<file path="config.mk">
export PLATFORM = sky130hd
export DESIGN_NAME = fifo_ctrl
export DESIGN_NICKNAME = d
export VERILOG_FILES = /design/src/rtl/fifo_ctrl.sv
export SDC_FILE = /design/constraint.sdc
export NUM_CORES = 1
export LEC_CHECK = 0
export BUFFER_PORTS_ARGS = -buffer_cell sky130_fd_sc_hd__buf_4
export CAP_MARGIN = 15
export CORE_MARGIN = 3
export CORE_UTILIZATION = 46
export CTS_BUF_LIST = sky130_fd_sc_hd__clkbuf_8
export CTS_CLUSTER_DIAMETER = 30
export DETAILED_ROUTE_END_ITERATION = 7
export GPL_TIMING_DRIVEN = 0
export PLACE_DENSITY = 0.73
export SLEW_MARGIN = 15
export SYNTH_ARGS = -nofsm -noshare
export SYNTH_HDL_FRONTEND = slang
export SYNTH_SLANG_ARGS = --single-unit
</file>
<file path="constraint.sdc">
create_clock -name clk -period 2.6 [get_ports clk]
set_input_delay 0.39 -clock clk [delete_from_list [all_inputs] [get_ports clk]]
set_output_delay 0.39 -clock clk [all_outputs]
set_load 0.01 [all_outputs]
</file>
<file path="src/rtl/fifo_ctrl.sv">
// fifo_ctrl: pointer/flag controller for a single-clock 2**ADDR_WIDTH-deep RAM.
// Turns push/pop requests into RAM write/read strobes and addresses, tracks
// occupancy, and flags rejected requests. valid_out lines up with the RAM's
// one-cycle registered read data.
// Build option: FIFO_ERR_STICKY_EN makes overflow/underflow sticky until reset;
// without it they pulse for one cycle per rejected request.
module fifo_ctrl #(
  parameter int unsigned ADDR_WIDTH = 3,
  parameter int unsigned AF_THRESH  = 6,
  parameter int unsigned AE_THRESH  = 2
) (
  input  logic                  clk,
  input  logic                  reset,
  input  logic                  push,
  input  logic                  pop,
  output logic                  we,
  output logic                  re,
  output logic [ADDR_WIDTH-1:0] wr_addr,
  output logic [ADDR_WIDTH-1:0] rd_addr,
  output logic                  full,
  output logic                  empty,
  output logic                  almost_full,
  output logic                  almost_empty,
  output logic [ADDR_WIDTH:0]   count,
  output logic                  valid_out,
  output logic                  overflow,
  output logic                  underflow
);

  localparam int unsigned CW = ADDR_WIDTH + 1;
  localparam logic [CW-1:0] DEPTH_C = CW'(2 ** ADDR_WIDTH);
  localparam logic [CW-1:0] AF_C    = CW'(AF_THRESH);
  localparam logic [CW-1:0] AE_C    = CW'(AE_THRESH);

  logic [ADDR_WIDTH-1:0] wr_ptr_q, wr_ptr_d;
  logic [ADDR_WIDTH-1:0] rd_ptr_q, rd_ptr_d;
  logic [CW-1:0]         count_q, count_d;
  logic                  valid_q;
  logic                  ovf_q, ovf_d;
  logic                  unf_q, unf_d;
  logic                  full_w, empty_w;
  logic                  acc_push, acc_pop;
  logic                  ovf_ev, unf_ev;

  // Occupancy flags, request acceptance and next-state for pointers/count/errors.
  always_comb begin
    full_w   = (count_q == DEPTH_C);
    empty_w  = (count_q == '0);
    // A push while full is still accepted if a pop frees the slot the same cycle.
    acc_pop  = pop & ~empty_w;
    acc_push = push & (~full_w | pop);
    ovf_ev   = push & full_w & ~pop;
    unf_ev   = pop & empty_w;

    wr_ptr_d = acc_push ? wr_ptr_q + ADDR_WIDTH'(1) : wr_ptr_q;
    rd_ptr_d = acc_pop  ? rd_ptr_q + ADDR_WIDTH'(1) : rd_ptr_q;

    count_d = count_q;
    case ({acc_push, acc_pop})
      2'b10:   count_d = count_q + CW'(1);
      2'b01:   count_d = count_q - CW'(1);
      default: count_d = count_q;
    endcase

`ifdef FIFO_ERR_STICKY_EN
    ovf_d = ovf_q | ovf_ev;
    unf_d = unf_q | unf_ev;
`else
    ovf_d = ovf_ev;
    unf_d = unf_ev;
`endif
  end

  // State registers; reset discards contents and clears all status at once.
  always_ff @(posedge clk or negedge reset) begin
    if (!reset) begin
      wr_ptr_q <= '0;
      rd_ptr_q <= '0;
      count_q  <= '0;
      valid_q  <= 1'b0;
      ovf_q    <= 1'b0;
      unf_q    <= 1'b0;
    end else begin
      wr_ptr_q <= wr_ptr_d;
      rd_ptr_q <= rd_ptr_d;
      count_q  <= count_d;
      valid_q  <= acc_pop;
      ovf_q    <= ovf_d;
      unf_q    <= unf_d;
    end
  end

  assign we           = acc_push;
  assign re           = acc_pop;
  assign wr_addr      = wr_ptr_q;
  assign rd_addr      = rd_ptr_q;
  assign full         = full_w;
  assign empty        = empty_w;
  assign almost_full  = (count_q >= AF_C);
  assign almost_empty = (count_q <= AE_C);
  assign count        = count_q;
  assign valid_out    = valid_q;
  assign overflow     = ovf_q;
  assign underflow    = unf_q;

endmodule

</file>
# == Yosys cells after proc, flatten, opt, wreduce, memory -nomap -nowiden ==
# Cells that the tools add are included.
# Widths: inputs -> output; s select.
# classes
n_addsub,4
order_cmp,2
eq_ne,3
mux,1
bitwise_logic,9
n_reduce_logical,2
# ops
op,n
$pmux 4 s2,1
$add 3x1->3 const B,2
$and 1x1->1,5
$add 4x1->4 const B,1
$eq 4x4->1 const B,1
$ge 4x3->1 const B,1
$le 4x2->1 const B,1
$logic_not 4->1,1
$sub 4x1->4 const B,1
$not 1->1,3
$eq 2x1->1 const B,1
$eq 2x2->1 const B,1
$reduce_bool 2->1,1
$or 1x1->1,1
# totals
ff_bits,13
inputBits,4
output_inout_bits,19
elab_cells,27

# == Logic depth before layout (Yosys ltp) ==
# logic_depth
depth_word,6
ltp_mapped,8
mapped_depth_nobuf,7

# == Least setup slack after synthesis ==
# OpenSTA, ideal clock, no wires.
# synth_path
path_kind,register -> register
startpoint,"register count_q[0], in the netlist count[0]"
endpoint,"register count_q[3], in the netlist count[3]"
setup_ps,134
arrival_ps,2725
required_ps,2466
path_slack_ps,-258
stages_incl_launch_ff,9
n_path_buf,1
period_less_slack_ps,2858
path_cell_list,dfrtp_1 buf_6 or4b_4 o21ai_4 ha_1 ha_1 or4b_2 o311ai_0 o211ai_1
# synth_via
elab_chain_cells,6
elab_cells_between_ends,13
cone_classes,add/sub: 2; eq/ne: 3; mux: 1; bitwise: 5; reduce/logical: 2
# synth_lines
element,line,source
start: declaration,37,"logic [CW-1:0] count_q, count_d;"
start signal: assignment,86,count_q <= count_d;
$eq 4x4->1,47,full_w = (count_q == DEPTH_C);
$not 1->1,51,acc_push = push & (~full_w | pop);
$or 1x1->1,51,
$and 1x1->1,51,
$eq 2x1->1 / $eq 2x2->1 (equally long branches),59,"case ({acc_push, acc_pop})"
$pmux 4 s2 / $reduce_bool 2->1 (equally long branches),n/a,
# Parallel ways exist; a longest one is shown, timed or not.
# A chain may end at the register's enable or synchronous reset.

# == Final worst setup path ==
# Ends and elaborated chain as after synthesis.

==> flow_metrics.py <==
metrics = {
    "sta": {
        "min_period_ps": 2555,
        "worst_pin_slew_ps": 315.4,
        "relSlewSlack_pct": 78.78,
        "period_share_pct": 98.26,
        "finClkSkew_ps": 1.920,
        "slew_viol_final": 0,
        "hold_viol": 0,
        "finalSetupTns_ps": 0,
        "finalSetupViolCount": 0,
        "max_freq_mhz": 391.4,
    },
    "clock_network": {
        "cts.sinks": 13,
        "insertion_delay_ps": 240,
        "cts_tree": "built",
        "path_clk_slew_ps": 50,
        "root_buffer": "clkbuf_8",
        "htree_levels": 1,
        "cts_buffers": 3,
        "clk_path_buf_depth": 2,
    },
    "detailed_routing": {
        "wl_met1_um": 682,
        "vias": 564,
        "routed.top_layer": "met4",
        "wl_met2_um": 674,
        "routed_wl_mm": 1.465,
        "vias_per_cell": 5.222,
        "dr_wl_met3_um": 99,
        "ant_nets": 0,
        "routedWlPerCell_um": 13.56,
        "drt_pass1_iterations": 4,
        "first_iter_violations": 3,
        "drc": 0,
    },
    "power_and_ir_drop": {
        "power_density_nw_per_um2": 1231,
        "p_leak_nw": 0.4949,
        "ir_drop_mv": 0.8438,
    },
    "setup_path": {
        "crit_type": "reg2reg",
        "required_ps": 2710,
        "critPathLaunchType": "register",
        "slowest_stage": "or4b_4",
        "critical-path-max-stage-delay_ps": 570,
        "crit_chain": "buf_6 > or4b_4 > o21ai_4 > ha_4 > ha_4 > or4b_4 > o311ai_2 > o211ai_1",
        "crit_arrival_ps": 2670,
        "cp-end-kind": "register",
        "path_buf_inv": 1,
        "crit_family": "simple AND/OR/NAND/NOR gates",
        "cp_max_fo": 6,
    },
    "global_route": {
        "antenna_found_initial": 0,
        "grt_pass1_vias": 490,
        "grt_pass1_wl_mm": 2.290,
        "grt_max_degree": 14,
        "track_usage_pct": 15.15,
        "grt_overflow_total": 0,
    },
    "die": {
        "die-area_um2": 2081,
        "fp-row-count": 13,
        "die_h_um": 45.62,
        "core_area_um2": 1383,
        "dieWidth_um": 45.62,
        "io_pins": 23,
        "initial_core_util_pct": 52.22,
    },
    "place": {
        "dp_hpwl_mm": 1.032,
        "place_congestion": 0.7588,
        "port_buffers": 22,
    },
    "synthesis": {
        "synthFlopType": "dfrtp_1",
        "yosysTopAreaCell": "dfrtp_1",
        "synth_nets": 70,
        "synth_top_area_share_pct": 45.06,
        "synth_area_leaders": "dfrtp_1 45%, ha_1 8.7%, xnor2_1 4.9%",
        "yosysUniqueCellTypes": 27,
        "synthTopCellsByCount": "13 x dfrtp_1, 6 x inv_1, 5 x ha_1",
        "synthCells": 60,
        "async_flop_share_pct": 100.0,
        "synthesis.area_um2": 721.9,
        "ys_seq_area_share_pct": 45.06,
        "synth_most_common_cell": "dfrtp_1",
        "synth_warnings": 0,
        "synth_seq_cells": 13,
        "synth_edf_count": 0,
        "syn_area_per_cell_um2": 12.03,
    },
    "status": {
        "status": "complete, no violations",
    },
    "worst_hold_path": {
        "min_path_type": "in2reg",
    },
    "cells_and_area": {
        "drive_above_1_share_pct": 47.31,
        "areaGrowthSynthToFinish_pct": 45.23,
        "fin_util_pct": 75.84,
        "layout.nets": 104,
        "antenna_cells": 0,
    },
    "run": {
        "maxCapViolCount": 0,
    },
}
-- flip-flops by register name, summed over array words and instances, names as in the netlist --
register / flops
count: 4
rd_addr: 3
valid_out: 1
overflow: 1
wr_addr: 3
underflow: 1
-- worst register-to-register path: cells and delay by family (launching register included) --
family                     cells  cell delay, ps
and+or+nand+nor                2            1080
adders and majority gates      2             430
AOI/OAI and AO/OA              3             410
DFF                            1             380
buffers and inverters          1             130
-- cell families after synthesis --
logic type / after synthesis / synth area share (%)
DFF: 13 / 45.06
xor gates and xnor gates: 6 / 7.279
adders and majority gates: 6 / 11.44
buffers and inverters: 8 / 5.198
AOI/OAI and AO/OA: 11 / 12.83
muxes: 4 / 6.585
and+or+nand+nor: 12 / 11.61
-- final cells by class --
class / instances / area [um^2]
Multi-Input combinational cell: 39 / 395.4
Clock inverter: 1 / 5.005
Clock buffer: 3 / 41.29
Buffer: 1 / 11.26
Timing Repair Buffer: 30 / 227.7
Sequential cell: 13 / 326.6
Inverter: 6 / 22.52
Fill cell: 106 / 334.1
Tap cell: 15 / 18.77
-- path summary, 6_finish.rpt --
check	from	endpoint	slack [ps]	cells after the start
max	count[0]	count[3]	50	8
min	pop	overflow	360	2
max reg2reg	count[0]	count[3]	50	8
min reg2reg	rd_addr[2]	rd_addr[2]	470	1
max in group asynchronous	reset	count[1]	1900	2
min in group asynchronous	reset	wr_addr[1]	530	2
-- stage by stage --
step / worst slack, ps / power, mW / area (um^2) / instances / hold slack, ps
2_1_floorplan: 1.091 / 0.7933 / 750.7 / 60 / 94.41
3_3_place_gp: -57.05 / 1.044 / 934.6 / 97 / 240.1
3_5_place_dp: -72.43 / 1.064 / 934.6 / 97 / 243.0
4_1_cts: 29.70 / 1.259 / 994.7 / 102 / 357.1
5_1_grt: -11.24 / 1.389 / 1049 / 108 / 367.5
6_report: 45.21 / 1.290 / 1049 / 108 / 359.6
-- where the power goes --
group | switching (mW) | total (mW) | internal [mW]
Sequential | 0.106 | 0.401 | 0.296
Combinational | 0.303 | 0.713 | 0.410
Clock | 0.0704 | 0.176 | 0.106
-- cells in the final DEF, fill, tap and decap left out --
cell type	count
a2111o_1	1
fa_1	1
dfrtp_1	12
a211oi_1	1
mux2i_1	1
dfrtp_2	1
mux2_2	2
ha_4	2
clkinv_2	1
o41a_1	1
or4b_4	2
and2_1	1
xnor2_1	4
o211ai_1	2
o311ai_2	1
dlygate4sd3_1	1
buf_4	29
inv_1	6
mux2_4	1
buf_6	1
o21ai_4	1
ha_1	3
a21oi_1	2
nand3_1	2
o21ai_0	1
nand2_1	2
xor2_1	2
nor3b_1	4
a21o_1	1
clkbuf_8	3
nor4_1	1
-- metal layers --
| layer | track usage (%) | vias up |
|---|---|---|
| met4 | 3.509 | 0 |
| met5 | 0 | - |
| met2 | 24.23 | 18 |
| met3 | 3.557 | 2 |
| li1 | - | 282 |
| met1 | 20.60 | 262 |
-- timing repair --
action | CTS | global route
endpoints found under the hold margin | 13 | 0
gates resized for setup | 0 | 2
setup endpoints to repair | 1 | 1
hold buffers | 1 | 0
pin swaps | 1 | 3
buffers inserted | 1 | 6
No activity file was read; power rests on OpenSTA's default activity.
